$ cat src/rtl/cmp_pkg.sv
// Shared definitions for the comparator outcome tracker: FSM/run-kind encoding
// and default counter widths.
package cmp_pkg;

  localparam int CNT_W_DEF = 8;
  localparam int RUN_W_DEF = 4;

  // The run state doubles as the run_kind output code.
  typedef enum logic [1:0] {
    IDLE  = 2'd0,
    RUN_G = 2'd1,
    RUN_L = 2'd2,
    RUN_E = 2'd3
  } state_t;

  localparam logic [1:0] KIND_NONE = 2'd0;
  localparam logic [1:0] KIND_G    = 2'd1;
  localparam logic [1:0] KIND_L    = 2'd2;
  localparam logic [1:0] KIND_E    = 2'd3;

endpackage

$ cat src/rtl/sat_counter.sv
// Saturating up-counter with synchronous clear; clear together with inc
// restarts the count at one. nxt exposes the value loaded on the next edge.
module sat_counter #(
  parameter int W = 8
) (
  input  logic         clk,
  input  logic         rst_n,
  input  logic         clr,
  input  logic         inc,
  output logic [W-1:0] q,
  output logic [W-1:0] nxt
);

  always_comb begin
    nxt = q;
    if (clr)
      nxt = W'(inc);
    else if (inc && (q != '1))
      nxt = q + 1'b1;
  end

  always_ff @(posedge clk) begin
    if (!rst_n)
      q <= '0;
    else
      q <= nxt;
  end

endmodule

$ cat src/rtl/cmp_outcome_tracker.sv
// Outcome statistics for the magnitude comparator: saturating per-outcome
// counts, current run tracking and run alert. Optional CMP_ONEHOT_CHECK_EN.
module cmp_outcome_tracker
  import cmp_pkg::*;
#(
  parameter int CNT_W   = CNT_W_DEF,
  parameter int RUN_W   = RUN_W_DEF,
  parameter int RUN_THR = 4
) (
  input  logic             clk,
  input  logic             rst_n,
  input  logic             in_valid,
  input  logic             G,
  input  logic             L,
  input  logic             E,
  input  logic             clr,
  output logic [CNT_W-1:0] cnt_g,
  output logic [CNT_W-1:0] cnt_l,
  output logic [CNT_W-1:0] cnt_e,
  output logic [RUN_W-1:0] run_len,
  output logic [1:0]       run_kind,
  output logic             run_alert,
  output logic             err
);

  localparam logic [RUN_W-1:0] THR = RUN_W'(RUN_THR);

  state_t           state;
  state_t           kind;
  logic             legal;
  logic             accept;
  logic             new_run;
  logic [RUN_W-1:0] run_nxt;
  logic [CNT_W-1:0] g_nxt, l_nxt, e_nxt;
  logic             unused_nxt;

`ifdef CMP_ONEHOT_CHECK_EN
  logic bad;

  always_comb begin
    kind = IDLE;
    case ({G, L, E})
      3'b100:  kind = RUN_G;
      3'b010:  kind = RUN_L;
      3'b001:  kind = RUN_E;
      default: kind = IDLE;
    endcase
  end

  assign legal = in_valid && (kind != IDLE);
  assign bad   = in_valid && (kind == IDLE);

  // Sticky until reset; a sample dropped by clr is never inspected.
  always_ff @(posedge clk) begin
    if (!rst_n)
      err <= 1'b0;
    else if (bad && !clr)
      err <= 1'b1;
  end
`else
  // Without checking, multi-hot samples resolve E > G > L.
  always_comb begin
    kind = IDLE;
    if (E)
      kind = RUN_E;
    else if (G)
      kind = RUN_G;
    else if (L)
      kind = RUN_L;
  end

  assign legal = in_valid && (kind != IDLE);
  assign err   = 1'b0;
`endif

  assign accept  = legal && !clr;
  assign new_run = accept && (kind != state);

  sat_counter #(.W(CNT_W)) u_cnt_g (
    .clk(clk), .rst_n(rst_n), .clr(clr), .inc(accept && (kind == RUN_G)),
    .q(cnt_g), .nxt(g_nxt)
  );

  sat_counter #(.W(CNT_W)) u_cnt_l (
    .clk(clk), .rst_n(rst_n), .clr(clr), .inc(accept && (kind == RUN_L)),
    .q(cnt_l), .nxt(l_nxt)
  );

  sat_counter #(.W(CNT_W)) u_cnt_e (
    .clk(clk), .rst_n(rst_n), .clr(clr), .inc(accept && (kind == RUN_E)),
    .q(cnt_e), .nxt(e_nxt)
  );

  sat_counter #(.W(RUN_W)) u_run (
    .clk(clk), .rst_n(rst_n), .clr(clr || new_run), .inc(accept),
    .q(run_len), .nxt(run_nxt)
  );

  assign unused_nxt = ^{g_nxt, l_nxt, e_nxt};

  // Alert follows the run length being loaded, so it drops with a kind change.
  always_ff @(posedge clk) begin
    if (!rst_n) begin
      state     <= IDLE;
      run_alert <= 1'b0;
    end else begin
      run_alert <= (run_nxt >= THR);
      if (clr)
        state <= IDLE;
      else if (accept)
        state <= kind;
    end
  end

  assign run_kind = state;

endmodule

$ cat config.mk
export PLATFORM = sky130hd
export DESIGN_NAME = cmp_outcome_tracker
export DESIGN_NICKNAME = d
export VERILOG_FILES = /design/src/rtl/cmp_pkg.sv /design/src/rtl/sat_counter.sv /design/src/rtl/cmp_outcome_tracker.sv
export SDC_FILE = /design/constraint.sdc
export NUM_CORES = 1
export LEC_CHECK = 0
export CORE_MARGIN = 5
export CORE_UTILIZATION = 45
export DETAILED_ROUTE_END_ITERATION = 6
export PLACE_DENSITY = 0.83
export SYNTH_ARGS = -nofsm -noshare
export SYNTH_HDL_FRONTEND = slang
export SYNTH_SLANG_ARGS = --single-unit
$ cat constraint.sdc
create_clock -name clk -period 2.36 [get_ports clk]
set_input_delay 0.236 -clock clk [delete_from_list [all_inputs] [get_ports clk]]
set_output_delay 0.236 -clock clk [all_outputs]
set_load 0.01 [all_outputs]
==> impl_metrics.toml <==
[finish]
synthToLayoutAreaGrowth_pct = 28.87
diodes = 0
drive_above_1_share_pct = 6.195
fill_cells = 341
fin_area_um2 = 2033
final_nets = 236

[placed_design]
placed_cell_area_um2 = 1983
hpwl_mm = 2.637
routabilityCongestion = 0.7943
pre_cts_ws_ns = 0.3254
io_buffer_count = 37

[timing]
setup_ws_ns = 0.6604
post-route-min-period_ns = 1.700
drv_slew = 0
rsz0062_at_grt = "false"
tightest_slew_ns = 0.5116
relSlewSlack_pct = 65.74
fin_skew_ns = 0.01386
finalCritPeriodShare_pct = 72.02
setup_viol = 0
fmaxAchievable_mhz = 588.4
hold_viol = 0
setup-tns-final_ns = 0
holdWs_ns = 0.5003

[global_routing]
antenna_found_initial = 0
grt_use_total_pct = 15.91
overflow = 0
grt_pass1_wl_mm = 6.382
grt_pass1_vias = 1417
grt_start_max_net_pins = 17

[synth]
synth-simple-area-share_pct = 29.50
ys_types = 45
async_flop_share_pct = 0
ys.flop_type = "dfxtp_1"
synth_top_cells_by_area = "dfxtp_1, a21oi_1, o21ai_0, or3_1, ha_1"
avgSynthCellArea_um2 = 8.528
syn_inst = 185
synthAdderAreaFrac_pct = 3.172
yosysTopAreaCell = "dfxtp_1"
muxShareOfSynthArea_pct = 1.903
syn-num-nets = 196
synth_xor_xnor_area_share_pct = 1.665
ys_warn_count = 0
netlist.area_leader.share_pct = 39.33
ys_ff_latch = 31
syn-cell-area_um2 = 1578
synth_top_family_by_area = "simple AND/OR/NAND/NOR gates"
yosysSeqAreaShare_pct = 39.33
synth_edf_count = 0
synth-compound-area-share_pct = 20.14

[detailed_routing]
routed_wl_mm = 3.664
avgRoutedWirePerCell_um = 13.47
drtIter0Drc = 111
ant_nets = 0
drc = 0
vias_per_cell = 5.592
num_vias = 1521
firstDrtPassIters = 4

[power]
leakage_uw = 0.0006822
power.density_nw_per_um2 = 437.3
vdd_drop_max_mv = 0.2667

[clock_network]
post_cts_resized = 0
cts-root-buf = "clkbuf_4"
clkLatencyLatePin_ns = 0.33
h-tree-depth = 2
post_cts_buffers = 0
clk_pin_slew_ns = 0.10
cts_tree = "built"
cts_buffers = 5
clock_sinks = 31
holdBufCountCts = 0
cts_buffer_depth = 2

[die]
die_area_um2 = 4790
rows = 21
core_um2 = 3363
die_x_um = 69.21
initial_core_util_pct = 46.91
ioPinCount = 39
die_h_um = 69.21

[setup_path]
crit_type = "in2reg"
cp_num_buf_inv = 1
critPathMaxFanout = 11
crit_path_end_kind = "flop"
crit_chain = "clkdlybuf4s50_1 -> and4bb_2 -> o21ai_2 -> or4_1 -> a21oi_1"
arrival_ns = 1.97
crit_required_ns = 2.63
cp_slowest_cell = "clkdlybuf4s50_1"
slowest_delay_ns = 0.55
cpLargestDelayFamily = "simple AND/OR/NAND/NOR gates"
worst_setup_path_start_kind = "input port"

[job]
drv_cap = 0

[hold_path]
holdCritPathClass = "reg2reg"

[status]
status = "complete, no violations"
-- area by class of cell --
cell class | count | area (um^2) | share of cell area (%)
clock inverters | 1 | 5.005 | 0.2462
multi-input cells | 142 | 893.4 | 43.94
repair buffers | 40 | 392.9 | 19.32
clock buffers | 7 | 45.04 | 2.215
well taps | 46 | 57.56 | 2.831
inverters | 5 | 18.77 | 0.9231
flip-flops and latches | 31 | 620.6 | 30.52
-- report_power, final --
group	switching, uW	internal (uW)	leakage [uW]	total, uW
clock network	177	116	0.0000293	293
registers	4.35	526	0.000250	531
logic	34.4	30.9	0.000403	65.3
total	216	673	0.000682	889
-- metal layers --
layer	wire length, um	part of all wire, %	up-vias	global-route usage [%]
met5	0	0	-	0
li1	-	-	784	-
met2	1651	45	43	25.21
met1	1777	48	687	19.88
met4	56	1.5	0	7.592
met3	178	4.9	7	4.348
-- cell families (layout without fill, tap and decap cells) --
group           after synthesis  after routing
simple gates                 80             80
compound gates               51             51
flops                        31             31
buf+inv                      12             53
fa+ha+maj                     4              4
xor+xnor                      3              3
mux                           3              3
other cells                   1              1
-- registers in the layout, summed over array words and instances (netlist names) --
register / count
run_kind: 2
run_alert: 1
u_cnt_g.q: 8
u_cnt_e.q: 8
u_run.q: 4
u_cnt_l.q: 8
-- cells in the final DEF (no fill, tap or decap), drive strengths merged, types with 3 or more instances in the layout --
cell type,netlist,routed
and3,6,6
buf,3,3
nor2,9,9
a211oi,3,3
nor3,3,3
nand3,10,10
clkbuf,4,7
a31oi,4,4
or4,5,5
or3,9,9
ha,4,4
o31ai,5,5
dfxtp,31,31
o21ai,14,14
inv,5,5
nand2b,3,3
clkdlybuf4s50,0,37
nand2,13,13
a21oi,15,15
mux2i,3,3
nand4,6,6
-- worst min-delay path: stages (launching register included) --
cell and delay, ns:
dfxtp_1 0.35, nand2_1 0.06, o21ai_0 0.06
-- synthesized netlist by cell type (2+ instances only) --
cell	instances
o311ai_0	2
o21ai_0	13
a31oi_1	4
or4_1	5
nand4_1	6
nor2_1	9
nand2_1	13
ha_1	4
and4_1	2
nor3_1	3
xnor2_1	2
or3_1	9
nand2b_1	3
nand3_1	10
or2_2	2
mux2i_1	3
inv_1	5
and2_1	2
and4b_1	2
o31ai_1	5
buf_6	2
dfxtp_1	31
and3_1	6
a211oi_1	3
nor2b_1	2
clkbuf_1	4
a21oi_1	15
-- metrics by stage --
step / power [uW] / utilization (%) / std cells
final: 889.1 / 60.45 / 272
after global routing: 930.5 / 60.45 / 272
after CTS: 902.9 / 60.45 / 272
after detailed placement: 607.6 / 58.97 / 264
after global placement: 606.8 / 58.97 / 264
after floorplan: 580.4 / - / 185
-- path summary, 6_finish.rpt --
path              slack [ns]            to    startpoint  cells past startpoint
hold reg to reg         0.50  u_cnt_e.q[1]  u_cnt_e.q[1]                      2
hold / removal          0.50  u_cnt_e.q[1]  u_cnt_e.q[1]                      2
setup reg to reg        0.74  u_cnt_l.q[1]  u_cnt_l.q[0]                      5
setup / recovery        0.66  u_cnt_g.q[7]             E                      5
Note: power is estimated with default switching activity, not from simulation.
